<file path="src/rtl/press_decoder.sv">
// Push-button event classifier: turns a debounced level into short, long and
// double press strobes, a held flag while a long press persists, and a busy flag.
module press_decoder #(
  parameter int unsigned LONG_CNT = 50_000_000,
  parameter int unsigned GAP_CNT  = 25_000_000,
  parameter int unsigned W        = 26
) (
  input  logic clk,
  input  logic reset_n,
  input  logic level,
  output logic short_press,
  output logic long_press,
  output logic double_press,
  output logic held,
  output logic busy
);

  typedef enum logic [2:0] {
    StIdle,
    StPress1,
    StLongHold,
    StGap,
    StPress2
  } state_e;

  localparam logic [W-1:0] CntOne   = W'(1);
  localparam logic [W-1:0] LongLast = W'(LONG_CNT - 1);
  localparam logic [W-1:0] GapLast  = W'(GAP_CNT - 1);

  state_e         state_q, state_d;
  logic [W-1:0]   cnt_q, cnt_d;
  logic           short_q, short_d;
  logic           long_q, long_d;
  logic           double_q, double_d;
  logic           held_q, held_d;

  always_ff @(posedge clk or negedge reset_n) begin
    if (!reset_n) begin
      state_q  <= StIdle;
      cnt_q    <= '0;
      short_q  <= 1'b0;
      long_q   <= 1'b0;
      double_q <= 1'b0;
      held_q   <= 1'b0;
    end else begin
      state_q  <= state_d;
      cnt_q    <= cnt_d;
      short_q  <= short_d;
      long_q   <= long_d;
      double_q <= double_d;
      held_q   <= held_d;
    end
  end

  // cnt counts consecutive samples in the current phase; every transition reloads it to 1.
  always_comb begin
    state_d = state_q;
    cnt_d   = cnt_q;
    unique case (state_q)
      StIdle: begin
        if (level) begin
          state_d = StPress1;
          cnt_d   = CntOne;
        end
      end
      StPress1: begin
        if (!level) begin
          state_d = StGap;
          cnt_d   = CntOne;
        end else if (cnt_q == LongLast) begin
          state_d = StLongHold;
          cnt_d   = CntOne;
        end else begin
          cnt_d = cnt_q + CntOne;
        end
      end
      StLongHold: begin
        if (!level) begin
          state_d = StIdle;
          cnt_d   = CntOne;
        end
      end
      StGap: begin
        if (level) begin
          state_d = StPress2;
          cnt_d   = CntOne;
        end else if (cnt_q == GapLast) begin
          state_d = StIdle;
          cnt_d   = CntOne;
        end else begin
          cnt_d = cnt_q + CntOne;
        end
      end
      StPress2: begin
        if (!level) begin
          state_d = StIdle;
          cnt_d   = CntOne;
        end
      end
      default: begin
        state_d = StIdle;
        cnt_d   = '0;
      end
    endcase
  end

  // Strobes are registered on the same edge that samples the deciding level.
  always_comb begin
    short_d  = 1'b0;
    long_d   = 1'b0;
    double_d = 1'b0;
    held_d   = held_q;
    case (state_q)
      StPress1: begin
        if (level && (cnt_q == LongLast)) begin
          long_d = 1'b1;
          held_d = 1'b1;
        end
      end
      StLongHold: begin
        if (!level) held_d = 1'b0;
      end
      StGap: begin
        if (level) begin
          double_d = 1'b1;
        end else if (cnt_q == GapLast) begin
          short_d = 1'b1;
        end
      end
      default: ;
    endcase
  end

  assign short_press  = short_q;
  assign long_press   = long_q;
  assign double_press = double_q;
  assign held         = held_q;
  assign busy         = (state_q != StIdle);

endmodule

</file>
<file path="config.mk">
export PLATFORM = sky130hd
export DESIGN_NAME = press_decoder
export DESIGN_NICKNAME = d
export VERILOG_FILES = /design/src/rtl/press_decoder.sv
export SDC_FILE = /design/constraint.sdc
export NUM_CORES = 1
export LEC_CHECK = 0
export ABC_AREA = 1
export CORE_MARGIN = 5
export CORE_UTILIZATION = 40
export DETAILED_ROUTE_END_ITERATION = 7
export PLACE_DENSITY = 0.6
export SLEW_MARGIN = 20
export SYNTH_ARGS = -nofsm -noshare
export SYNTH_HDL_FRONTEND = slang
export SYNTH_SLANG_ARGS = --single-unit
</file>
<file path="constraint.sdc">
create_clock -name clk -period 2.6 [get_ports clk]
set_input_delay 0.52 -clock clk [delete_from_list [all_inputs] [get_ports clk]]
set_output_delay 0.52 -clock clk [all_outputs]
set_load 0.02 [all_outputs]
</file>
==> results of run 1 <==
## stage by stage
stage / cells / util [%] / instance area [um2] / total power (uW) / setup WS [ns]
global placement: 390 / 44.2 / 2290 / 1090 / 0.333
floorplan: 316 / - / 2150 / 982 / 0.937
finish: 398 / 46.5 / 2410 / 1590 / 0.499
global route: 398 / 46.5 / 2410 / 1690 / 0.272
detailed placement: 390 / 44.2 / 2290 / 1090 / 0.280
CTS: 398 / 46.5 / 2410 / 1610 / 0.465
## worst reg2reg max path, cell delays in order (launching register included)
cell and delay (ns):
dfrtp_1 0.44, ha_1 0.32, nand2_2 0.12, nor2_4 0.14, nand2_2 0.12, nor2_2 0.11, nand3_2 0.12, nand2_2 0.13
o21ai_4 0.15, nor2_8 0.25, nor2_1 0.08
## power breakdown
group / leakage [uW] / internal [uW] / total, uW / switching (uW)
clock network: 0.0000574 / 312 / 511 / 200
logic: 0.000587 / 146 / 473 / 327
registers: 0.000454 / 556 / 603 / 46.5
## kinds of logic (layout without fill, tap and decap cells)
group | after synthesis | after routing | share of synthesized area, %
DFF | 33 | 33 | 38.3
buffers and inverters | 47 | 59 | 9.18
xor gates and xnor gates | 11 | 11 | 4.47
adders and majority gates | 1 | 1 | 0.581
and+or+nand+nor | 202 | 202 | 41.2
AOI/OAI and AO/OA | 22 | 22 | 6.22
## metal layers
layer	track usage, %	vias to the layer above
met1	22.2	938
li1	-	1013
met5	0	-
met2	25.2	36
met4	5.35	0
met3	3.66	10
## final cells by class
| type | instances | share of cell area [%] |
|---|---|---|
| timing repair buffer | 9 | 3.54 |
| clock inverter | 2 | 1.56 |
| sequential | 33 | 34.3 |
| tap | 70 | 3.64 |
| inverter | 42 | 6.55 |
| clock buffer | 6 | 3.43 |
| multi-input combinational | 236 | 47.0 |
## final timing paths
kind	cells after the start	startpoint	slack, ns	to
max	10	cnt_q[0]	0.50	cnt_q[13]
min	2	held	0.54	held
max reg2reg	10	cnt_q[0]	0.50	cnt_q[13]
min reg2reg	2	held	0.54	held
max in group asynchronous	2	reset_n	1.65	cnt_q[25]
min in group asynchronous	2	reset_n	0.64	cnt_q[2]
## sequential cells by signal, summed over array words and instances, names as in the netlist
signal,cells
state_q,3
long_press,1
short_press,1
double_press,1
cnt_q,26
held,1
## cell usage after synthesis, drive strengths merged
cell type  number
o211ai          1
a21oi           1
nand2          91
nor3            6
inv            42
buf             5
nand3          33
xor2            9
nand3b          1
ha              1
dfrtp          33
o21ai          16
nor3b           2
nand4           6
xnor2           2
nor2           63
a21boi          1
o21bai          3
==> summary.txt, run 1 <==
STA
  • Max-slew violation count: 0
  • Post-route minimum period: approximately 2.1 ns
  • Setup TNS: 0 ns
  • Final hold vios: 0
  • Min Hold Slack: ~0.54 ns
  • RSZ-0062 raised after global routing: false
  • Max Fclk: roughly 480 MHz
  • Actual transition at the worst max-transition pin: 0.654 ns
  • Setup Viol. Count Final: 0
  • Final Skew: 0.0118 ns
  • Final Cycle Share: just over 80%
  • Max transition margin: between 50% and 60%

Place
  • RD Place Congestion: approximately 0.87
  • Input/output buffers: 7
  • HPWL Detailed: around 4 mm

Worst setup path
  • Required @ worst endpoint: between 2 and 3 ns
  • Worst setup SP type: register
  • CP peak stage delay: ~0.44 ns
  • CP Cell Sequence: ha_1 > nand2_2 > nor2_4 > nand2_2 > nor2_2 > nand3_2 > nand2_2 > o21ai_4 > nor2_8 > nor2_1
  • Worst Path Arrival: 2.27 ns
  • CP Class: register to register
  • Buf+Inv Stages, Crit Path: 0
  • Worst-path fanout max: 16
  • Most common cell on crit path: nand2_2
  • CP Capture Type: register
  • CP max-delay cell: dfrtp_1
  • Crit path max-delay family: simple AND/OR/NAND/NOR gates

Pwr
  • Worst ir drop on vdd: ~0.48 mV
  • Leakage: about 0.0011 uW
  • PwrDens: between 600 and 700 mW/mm2

Floorplanning
  • Starting density of the core: 41.6%
  • Row count: 26
  • Die area: just under 0.007 mm2
  • Die Span X: around 83 um
  • CORE AREA: between 0.005 and 0.006 mm2
  • Die Y: roughly 83 um
  • Io pins: 8

Routing
  • Top sig layer: met4
  • Initial DRT Pass Iterations: 4
  • Met1 wire length: about 2.5 mm
  • WL per Instance: around 13 um
  • Vias per cell: 5.02
  • WL met3: 273 um
  • Total number of vias: approximately 2000
  • DRC Markers: 0
  • Post-DRT Antenna Nets: 0
  • DRT Wirelength: ~5.2 mm
  • DR WL met2: between 2 and 2.5 mm
  • 1st-iter DRT viols: 139

Cells and area
  • Most common cell after layout, fill and taps aside: nand2_1
  • Commonest non-fill, non-tap cells in the layout: nand2_1 (87), nor2_1 (57), inv_1 (35), dfrtp_1 (33), nand3_1 (32)
  • Antenna cells: 0
  • Fraction of layout cells with a size suffix above 1: roughly 9%
  • Area of the multi-input gates: approximately 0.0011 mm2
  • Filler instances: between 500 and 600
  • NumNets Final: 331
  • Reg area: around 830 um2
  • Area delta synth->final: 11.7%

Clock tree
  • Clk_lat worst skew: about 0.30 ns
  • # H-tree levels: 2
  • Inserted Clock Buffers: 5
  • CTS max path bufs: 2
  • CTS Hold Bufs: 0
  • Worst-path clk slew: 0.08 ns
  • Post-CTS resize count: 0
  • CTS tree: built
  • Clock sinks: 33
  • Buffer count from post-CTS setup fixing: 0
  • Clk root buf: clkbuf_8

GRT
  • First-pass GRT wire length: just over 9 mm
  • Vias in the first global route: approximately 1900
  • GRT Residual Overflow: 0
  • Largest net degree at the start of global routing: 34
  • Initial antenna violation count: 0
  • Total GRT Usage: between 10% and 20%

Synthesis
  • Top-area cell type share of the netlist area: 38.3%
  • Post-synthesis cell type with the largest combined area: dfrtp_1
  • Sequential cell area fraction in the yosys report: about two fifths
  • Synthesized instance count: approximately 320
  • Synth Net Count: 320
  • Ys Warns: 0
  • Syn Area/Cell: 6.81 um2
  • Top cells by area, synth: dfrtp_1 (38%), nand2_1 (15%), nor2_1 (9.9%)
  • Cell Area, Synth: roughly 0.0022 mm2
  • #FFs+latches synth: 33
  • Unique masters post-synth: 27

Status
  • Outcome: completed

Worst hold path
  • Min-Delay Path Class: register to register

Flow run
  • Max-cap violations: 0
Power figures use the tool's default switching activity.
==> run 2: changes to the inputs <==
PLACE_DENSITY = 0.62   (was 0.6)
clock period = 1.7 ns   (was 2.6 ns; I/O delays follow)
==> run 2 against run 1 <==
Net effect:
- the flow now finishes with violations (setup timing)
- sequential cell count unchanged
- clock power up 19%
- core utilization up 8.9 points
- global-route usage up 1.7 points
- non-clock buffer count up 48
- first-iteration DRC count up 8.6%
- clock-buffer cell count unchanged
- largest power group is now combinational cells
- worst setup slack worse by 0.50 ns
- critical endpoint is now cnt_q[3]
- sequential power up 51%
- combinational power up 110%
- power up 59%
==> summary.txt, run 2 (synthesized netlist as in run 1, its figures left out) <==
GRT
  • Total GRT Usage: around 18%
  • Largest net degree at the start of global routing: 34
  • Vias in the first global route: ~2100
  • First-pass GRT wire length: between 10 and 15 mm
  • GRT Residual Overflow: 0
  • Initial antenna violation count: 0

Floorplanning
  • CORE AREA: 0.00517 mm2
  • Die Span X: between 80 and 90 um
  • Die area: roughly 0.0070 mm2
  • Starting density of the core: 41.6%
  • Io pins: 8
  • Row count: 26
  • Die Y: between 80 and 90 um

Worst setup path
  • Worst-path fanout max: 8
  • R2R depth: 10
  • Worst Path Arrival: between 1.5 and 2 ns
  • Worst setup SP type: register
  • Start of the worst register-to-register path: cnt_q[1]
  • CP Capture Type: register
  • Worst r2r dst: cnt_q[3]
  • Required @ worst endpoint: about 1.9 ns
  • CP Class: register to register
  • Reg2reg setup slack: -0.004 ns

STA
  • Max Fclk: just under 600 MHz
  • Post-route minimum period: between 1.5 and 2 ns
  • Max transition margin: 72.4%
  • Actual transition at the worst max-transition pin: 0.413 ns
  • RSZ-0062 raised after global routing: true
  • Final Cycle Share: 100%
  • Final Skew: between 0.003 and 0.004 ns
  • Post-route worst setup slack: -0.00446 ns
  • Max-slew violation count: 0
  • Final hold vios: 0
  • Min Hold Slack: 0.455 ns
  • Setup Viol. Count Final: 3

Pwr
  • Clock Power Share: about 24%
  • PwrDens: ~880 mW/mm2
  • Combinational share of power: between 30% and 40%
  • Seq pwr share: between 30% and 40%
  • Worst ir drop on vdd: 0.671 mV
  • Sw Share: roughly 40%
  • Pint: approximately 1500 uW
  • Total power: 2530 uW
  • Leakage: roughly 0.0014 uW
  • Net Switching: ~1000 uW

Place
  • HPWL Detailed: between 4 and 5 mm
  • Dpl cell area: 0.00261 mm2
  • Input/output buffers: 7
  • RD Place Congestion: 0.933

Cells and area
  • Fraction of layout cells with a size suffix above 1: between 20% and 30%
  • Antenna cells: 0
  • Largest register FFs: 26
  • Final Cell Area: 0.00287 mm2
  • Most common cell after layout, fill and taps aside: nand2_1
  • Area delta synth->final: 33.1%
  • Largest regs: cnt_q (26), state_q (3)
  • Commonest non-fill, non-tap cells in the layout: nand2_1 (81), buf_4 (50), nor2_1 (45), inv_1 (33), nand3_1 (32)
  • Filler instances: 483
  • Largest reg by FF count: cnt_q
  • NumNets Final: about 380

Clock tree
  • # H-tree levels: 2
  • Worst-path clk slew: ~0.070 ns
  • Clk root buf: clkbuf_8
  • Clock sinks: 33
  • Inserted Clock Buffers: 5
  • CTS Hold Bufs: 0
  • Clk_lat worst skew: between 0.2 and 0.3 ns
  • CTS max path bufs: 2
  • CTS tree: built

Routing
  • WL per Instance: between 10 and 15 um
  • Total number of vias: ~2200
  • DRC Markers: 0
  • Vias per cell: slightly below 5
  • DRT Wirelength: about 6 mm
  • 1st-iter DRT viols: roughly 150
  • Initial DRT Pass Iterations: 6
  • Post-DRT Antenna Nets: 0

Status
  • Outcome: finished with violations
  • Failing checks: setup timing

Flow run
  • Max-cap violations: 0

Worst hold path
  • Min-Delay Path Class: input pin to asynchronous set/reset pin
==> run 2: cell types whose count changed in the layout (fill, tap and decap cells not counted), moves of 4 or more <==
cell,before,now
buf_4,2,50
o21ai_1,0,4
nand2_1,87,81
o21ai_0,15,11
nor2_4,2,7
nor2_2,3,11
nor2_1,57,45
nand2_4,0,4
==> run 2: worst max-delay path by stage <==
stage,end,start,slack [ns]
floorplan,state_q[1],cnt_q[0],0.04
global placement,cnt_q[16],level,-0.13
detailed placement,cnt_q[12],level,-0.16
CTS,cnt_q[5],cnt_q[1],-0.03
global route,cnt_q[17],cnt_q[1],-0.11
finish,cnt_q[3],cnt_q[1],-0.004
==> run 2: cell type report <==
type / count / area, um2 / area share (%)
inverter: 42 / 158 / 5.50
multi-input combinational: 238 / 1260 / 43.9
timing repair buffer: 57 / 444 / 15.5
clock inverter: 1 / 7.51 / 0.262
clock buffer: 6 / 82.6 / 2.88
sequential: 33 / 828 / 28.9
tap: 70 / 87.6 / 3.06
==> run 2: routing by layer <==
layer	GRT usage [%]	up-vias	routed length (um)
met1	25.1	1016	2900
met4	4.61	0	71
met3	4.26	10	290
met5	0	-	0
li1	-	1115	-
met2	27.6	54	2680
==> run 2: critical path: stages, from the launching register on <==
cell,delay (ns)
dfrtp_1,0.36
ha_2,0.21
nand2_4,0.07
nor2_4,0.10
nand2_2,0.07
nor2_2,0.09
nand3_2,0.11
nand2_4,0.11
o21ai_4,0.13
nor2_4,0.26
nor2_1,0.07
==> run 2: stage by stage <==
step           setup TNS, ns  instances  setup slack, ns  util [%]
6_report            -0.00651        447         -0.00446      55.4
2_1_floorplan              0        316           0.0366         -
3_5_place_dp           -2.54        432           -0.156      50.5
5_1_grt                -1.30        447           -0.108      55.4
4_1_cts               -0.174        442          -0.0325      52.9
3_3_place_gp           -1.76        432           -0.125      50.5
==> run 2: power groups by stage <==
stage / logic, uW / registers [uW] / clock network (uW)
6_report: 1010 / 910 / 610
5_1_grt: 1120 / 919 / 652
4_1_cts: 907 / 899 / 634
3_5_place_dp: 894 / 910 / 0
3_3_place_gp: 886 / 909 / 0
2_1_floorplan: 576 / 926 / 0
==> run 2: timing repair <==
| item | in CTS | in global routing |
|---|---|---|
| pin swaps | 11 | 17 |
| gates cloned | 2 | 0 |
| resized for setup | 7 | 33 |
| setup buffers | 2 | 5 |
| setup endpoints to repair | 17 | 30 |
